--- config.mk ---
export PLATFORM = sky130hd
export DESIGN_NAME = register_file
export DESIGN_NICKNAME = d
export VERILOG_FILES = /design/src/rtl/rf_pkg.sv /design/src/rtl/rf_read_port.sv /design/src/rtl/register_file.sv
export SDC_FILE = /design/constraint.sdc
export NUM_CORES = 2
export LEC_CHECK = 0
export CORE_MARGIN = 2
export CORE_UTILIZATION = 25
export CTS_BUF_LIST = sky130_fd_sc_hd__clkbuf_4
export DETAILED_ROUTE_END_ITERATION = 7
export PLACE_DENSITY = 0.38
export SYNTH_ARGS = -nofsm -noshare
export SYNTH_HDL_FRONTEND = slang
export SYNTH_SLANG_ARGS = --single-unit
--- constraint.sdc ---
create_clock -name clk -period 4.2 [get_ports clk]
set_clock_uncertainty 0.2 [all_clocks]
set_input_delay 1.26 -clock clk [delete_from_list [all_inputs] [get_ports clk]]
set_output_delay 1.26 -clock clk [all_outputs]
set_load 0.1 [all_outputs]
--- src/rtl/rf_pkg.sv ---
// Shared types and sizing for the architectural register file.
// Holds the default geometry and the address/data typedefs used by the
// register file top level and its read ports.
package rf_pkg;

    localparam int unsigned RF_DATA_WIDTH = 32;
    localparam int unsigned RF_DEPTH      = 32;
    localparam int unsigned RF_ADDR_WIDTH = 5;

    typedef logic [RF_ADDR_WIDTH-1:0] rf_addr_t;
    typedef logic [RF_DATA_WIDTH-1:0] rf_data_t;

endpackage : rf_pkg

--- src/rtl/rf_read_port.sv ---
// One combinational read port of the register file.
// Ports:
//   enable   - port enable; when low the port drives zero
//   addr     - entry to read
//   mem      - flattened storage array (entry i at mem[i])
//   write_en - write strobe, already qualified by reset (forwarding only)
//   waddr    - write address (forwarding only)
//   wdata    - write data (forwarding only)
//   rdata    - read data
// Optional macro RF_BYPASS_EN: forward wdata when reading the entry being
// written in the same cycle. Without it the forwarding inputs are unused.
module rf_read_port
    import rf_pkg::*;
#(
    parameter int unsigned DATA_WIDTH = RF_DATA_WIDTH,
    parameter int unsigned DEPTH      = RF_DEPTH,
    localparam int unsigned ADDR_WIDTH = $clog2(DEPTH)
) (
    input  logic                             enable,
    input  logic [ADDR_WIDTH-1:0]            addr,
    input  logic [DEPTH-1:0][DATA_WIDTH-1:0] mem,
    input  logic                             write_en,
    input  logic [ADDR_WIDTH-1:0]            waddr,
    input  logic [DATA_WIDTH-1:0]            wdata,
    output logic [DATA_WIDTH-1:0]            rdata
);

`ifdef RF_BYPASS_EN
    // Write-through: the in-flight write wins over the stored value.
    always_comb begin
        rdata = '0;
        if (enable) begin
            if (write_en && (waddr == addr)) begin
                rdata = wdata;
            end else begin
                rdata = mem[addr];
            end
        end
    end
`else
    // Forwarding inputs are intentionally ignored in this build.
    logic unused_fwd;
    assign unused_fwd = ^{write_en, waddr, wdata};

    always_comb begin
        rdata = '0;
        if (enable) begin
            rdata = mem[addr];
        end
    end
`endif

endmodule : rf_read_port

--- src/rtl/register_file.sv ---
// Architectural register file: DEPTH x DATA_WIDTH, one synchronous write
// port, two independently enabled combinational read ports. Entry 0 is an
// ordinary writable register.
// Ports:
//   clk      - clock, all updates on the rising edge
//   reset_n  - synchronous reset, ACTIVE HIGH despite the name; clears all
//              entries and drops any simultaneous write
//   read_en  - bit p enables read port p (disabled ports drive zero)
//   write_en - write strobe
//   raddr_0/raddr_1 - read addresses
//   waddr/wdata     - write address and data
//   rdata_0/rdata_1 - combinational read data
// Optional macro RF_BYPASS_EN: same-cycle write-to-read forwarding.
module register_file
    import rf_pkg::*;
#(
    parameter int unsigned DATA_WIDTH = RF_DATA_WIDTH,
    parameter int unsigned DEPTH      = RF_DEPTH,
    localparam int unsigned ADDR_WIDTH = $clog2(DEPTH)
) (
    input  logic                  clk,
    input  logic                  reset_n,
    input  logic [1:0]            read_en,
    input  logic                  write_en,
    input  logic [ADDR_WIDTH-1:0] raddr_0,
    input  logic [ADDR_WIDTH-1:0] raddr_1,
    input  logic [ADDR_WIDTH-1:0] waddr,
    input  logic [DATA_WIDTH-1:0] wdata,
    output logic [DATA_WIDTH-1:0] rdata_0,
    output logic [DATA_WIDTH-1:0] rdata_1
);

    logic [DEPTH-1:0][DATA_WIDTH-1:0] mem;
    logic                             wr_fire;

    // A write only takes effect outside reset; forwarding uses the same gate.
    assign wr_fire = write_en & ~reset_n;

    // Storage: reset clears everything and takes priority over a write.
    always_ff @(posedge clk) begin
        if (reset_n) begin
            mem <= '0;
        end else if (write_en) begin
            mem[waddr] <= wdata;
        end
    end

    rf_read_port #(
        .DATA_WIDTH (DATA_WIDTH),
        .DEPTH      (DEPTH)
    ) u_read_port_0 (
        .enable   (read_en[0]),
        .addr     (raddr_0),
        .mem      (mem),
        .write_en (wr_fire),
        .waddr    (waddr),
        .wdata    (wdata),
        .rdata    (rdata_0)
    );

    rf_read_port #(
        .DATA_WIDTH (DATA_WIDTH),
        .DEPTH      (DEPTH)
    ) u_read_port_1 (
        .enable   (read_en[1]),
        .addr     (raddr_1),
        .mem      (mem),
        .write_en (wr_fire),
        .waddr    (waddr),
        .wdata    (wdata),
        .rdata    (rdata_1)
    );

endmodule : register_file

==> summary.txt <==
Power
  – Max VDD drop: 0.000319 V
  – Power per Cell Area: 329 mW/mm^2
  – Leakage dissipation: 23.0 nW

Die
  – Die Span Y: 459 um
  – Core ar.: 0.205 mm^2
  – Io pins: 116
  – Initial Utilization: 25.2%
  – Die W: 459 um
  – # rows: 166
  – Die area: 0.210 mm^2

Logic synthesis
  – Post-Syn Nets: 5902
  – Post-Synth Simple-Gate Area: 16.1%
  – Adder-Cell Fraction of Synth Area: 0%
  – Largest area contributor in the netlist: dfxtp_1
  – Distinct cell type count after synthesis: 40
  – Synth Instances: 5850
  – Yosys top cell area share: 39.6%
  – Seq cells post-synth: 1024
  – Register area share after synthesis: 39.6%
  – Avg Inst Size Synth: 8.84 um^2
  – Synth Area in XOR/XNOR: 0%
  – Mux cell area share after synthesis: 24.8%
  – Ys Warns: 0
  – Top post-synthesis cells by area: dfxtp_1 40%, mux4_2 20%, nand2_1 15%, a21oi_1 9.9%, clkbuf_1 3.1%
  – Synth Cell Area: 0.0517 mm^2
  – Compound-Gate Fraction of Synth Area: 14.3%
  – Largest family of logic cells by synthesized area: multiplexers

Drt
  – DRT iter0 DRCs: 4545
  – DR vias: 49019
  – Remaining antenna violation count: 0
  – Vias per cell: 5.32
  – Routed Wire Length: 264000 um
  – Met2 WL: 123000 um
  – Metal3 WL: 16100 um
  – Wl on met1: 115000 um
  – Residual DRC: 0
  – Post-DR wirelength/cell: 28.7 um
  – Pre-Repair DR Iteration Count: 6
  – Top sig layer: met4

Outcome
  – Failing checks: setup timing
  – Status: finished, violations left

Clock tree
  – Root Driver: clkbuf_4
  – Clock transition at path regs: 60 ps
  – Num Clock Sinks: 1024
  – Clock latency on the worst-skew pair: 1300 ps
  – CTS tree: done
  – Clock buffer count from CTS: 316
  – H-Tree Depth: 5
  – Clock buffer depth: 4

Timing
  – F_max: 212 MHz
  – Final setup margin: -525 ps
  – Slew @ Worst Pin: 837 ps
  – Unrepaired setup endpoints after global routing: yes
  – Slew Limit Fails: 0
  – Min cycle time layout: 4720 ps
  – Period utilization: 112%
  – Worst hold margin: 185 ps
  – Relative slew slack: 44.2%
  – Final setup TNS: -25150 ps
  – Final Hold Vio Count: 0
  – Final Setup Violations: 64

Final layout
  – Most common cell after layout, fill and taps aside: nand2_1
  – Biggest register: mem
  – # fillers: 20678
  – Area growth syn-to-layout: 34.2%
  – Final net count: 6371
  – Commonest cells after routing, fill and taps aside: 2069 x nand2_1, 1024 x a21oi_1, 912 x dfxtp_1
  – Share of layout cells above drive strength 1: 33.6%
  – Max reg flops: 1024
  – Top flop regs: mem: 1024 flops
  – Final core occ: 33.9%

Placement
  – Dpl hpwl: 160000 um
  – # port buffers: 115
  – Placer Congestion: 0.831

Critical path
  – CP endpoint kind: output pin
  – FF-to-FF Start: mem[761]
  – Crit-path cells: buf_16 -> buf_12 -> buf_6 -> mux4_2 -> mux2_4 -> o221ai_4 -> buf_6 -> a31oi_4 -> buf_12
  – WP data arrival: 3260 ps
  – Worst path max stage delay: 590 ps
  – Worst Setup EP: rdata_0[29]
  – Setup crit start: raddr_0[0]
  – CP max-delay cell: mux4_2
  – CP max FO: 5
  – Critical Path RT: 2740 ps
  – R2r setup slk: 3290 ps
  – R2r endpoint: mem[761]
  – R2R cell count: 2
  – Setup CP Type: in -> out
  – CP Launch Type: input pin

GRT
  – Pin count of the biggest net entering global routing: 93
  – Total Routing Usage GR: 24.4%
  – Antenna violations before repair: 3
  – First-pass GRT wire length: 370000 um
  – Grt ovf: 0
  – Vias in the first global route: 47313

Job
  – # Max-Cap Violations: 0

Hold path
  – Hold Crit Class: in -> reg
==> power breakdown <==
group | internal [mW] | switching (mW)
logic | 1.29 | 2.00
clock network | 4.97 | 4.72
registers | 9.78 | 0.0550
==> worst max-delay path: cells and delay by family <==
kind | cells | cell delay (ps)
multiplexers | 2 | 900
AO/OA/AOI/OAI | 2 | 310
buffers and inverters | 5 | 770
==> cells in the mapped netlist, drive strengths merged <==
cell     number
nand2      2112
a21oi      1024
dfxtp      1024
mux4        448
clkbuf      430
buf         178
mux2        128
mux2i       128
a22oi        64
a31oi        64
o221ai       64
a221oi       48
o21ai        48
nor2         38
o2111ai      16
and3b         5
nand3b        5
nor2b         4
nor3b         4
or3b          4
and2          2
and3          2
inv           2
nand2b        2
nand3         2
or2           2
nor3          1
or3           1
==> final cells by class <==
| type | instances | area [um^2] | share of cell area [%] |
|---|---|---|---|
| multi-input combinational | 4217 | 31500 | 45.4 |
| sequential | 1024 | 20600 | 29.7 |
| timing repair buffer | 758 | 10200 | 14.6 |
| clock buffer | 455 | 3420 | 4.92 |
| tap | 2688 | 3360 | 4.85 |
| clock inverter | 59 | 249 | 0.359 |
| inverter | 2 | 26.3 | 0.0379 |
| antenna | 8 | 20.0 | 0.0288 |
==> kinds of logic (layout without fill, tap and decap cells) <==
group,count (synthesis),in the layout
AOI/OAI and AO/OA,1328,1328
DFF,1024,1024
and+or+nand+nor,2184,2185
muxes,704,704
buffers and inverters,610,1274
other,0,8
==> what timing repair did <==
item,in CTS,in global routing
gates resized for setup,329,134
pin swaps,44,41
cloned,15,9
hold buffers,0,0
endpoints found under the setup margin,64,64
buffers inserted,45,32
==> through the flow <==
step / worst slack, ps / power, mW / cells / cell area [um^2]
final: -525 / 22.8 / 9211 / 69400
after global routing: -557 / 23.7 / 9209 / 69400
after CTS: -592 / 23.0 / 9169 / 68500
after detailed placement: -898 / 13.0 / 8603 / 62500
after global placement: -892 / 13.0 / 8603 / 62500
after floorplan: -321 / 11.6 / 5850 / 53500
==> routing by layer <==
metal / GRT usage, % / up-vias
li1: - / 21712
met1: 33.0 / 24912
met2: 39.2 / 1940
met3: 3.66 / 455
met4: 9.24 / 0
met5: 0 / -
==> how the worst min path moves through the flow <==
stage	end	startpoint	cells after the start	slack, ps
global placement	mem[177]	mem[177]	2	250
global route	mem[28]	reset_n	2	160
finish	mem[28]	reset_n	2	180
floorplan	mem[192]	mem[192]	2	240
detailed placement	mem[508]	mem[508]	2	260
CTS	mem[28]	reset_n	2	70
Note: power is estimated with default switching activity, not from simulation.
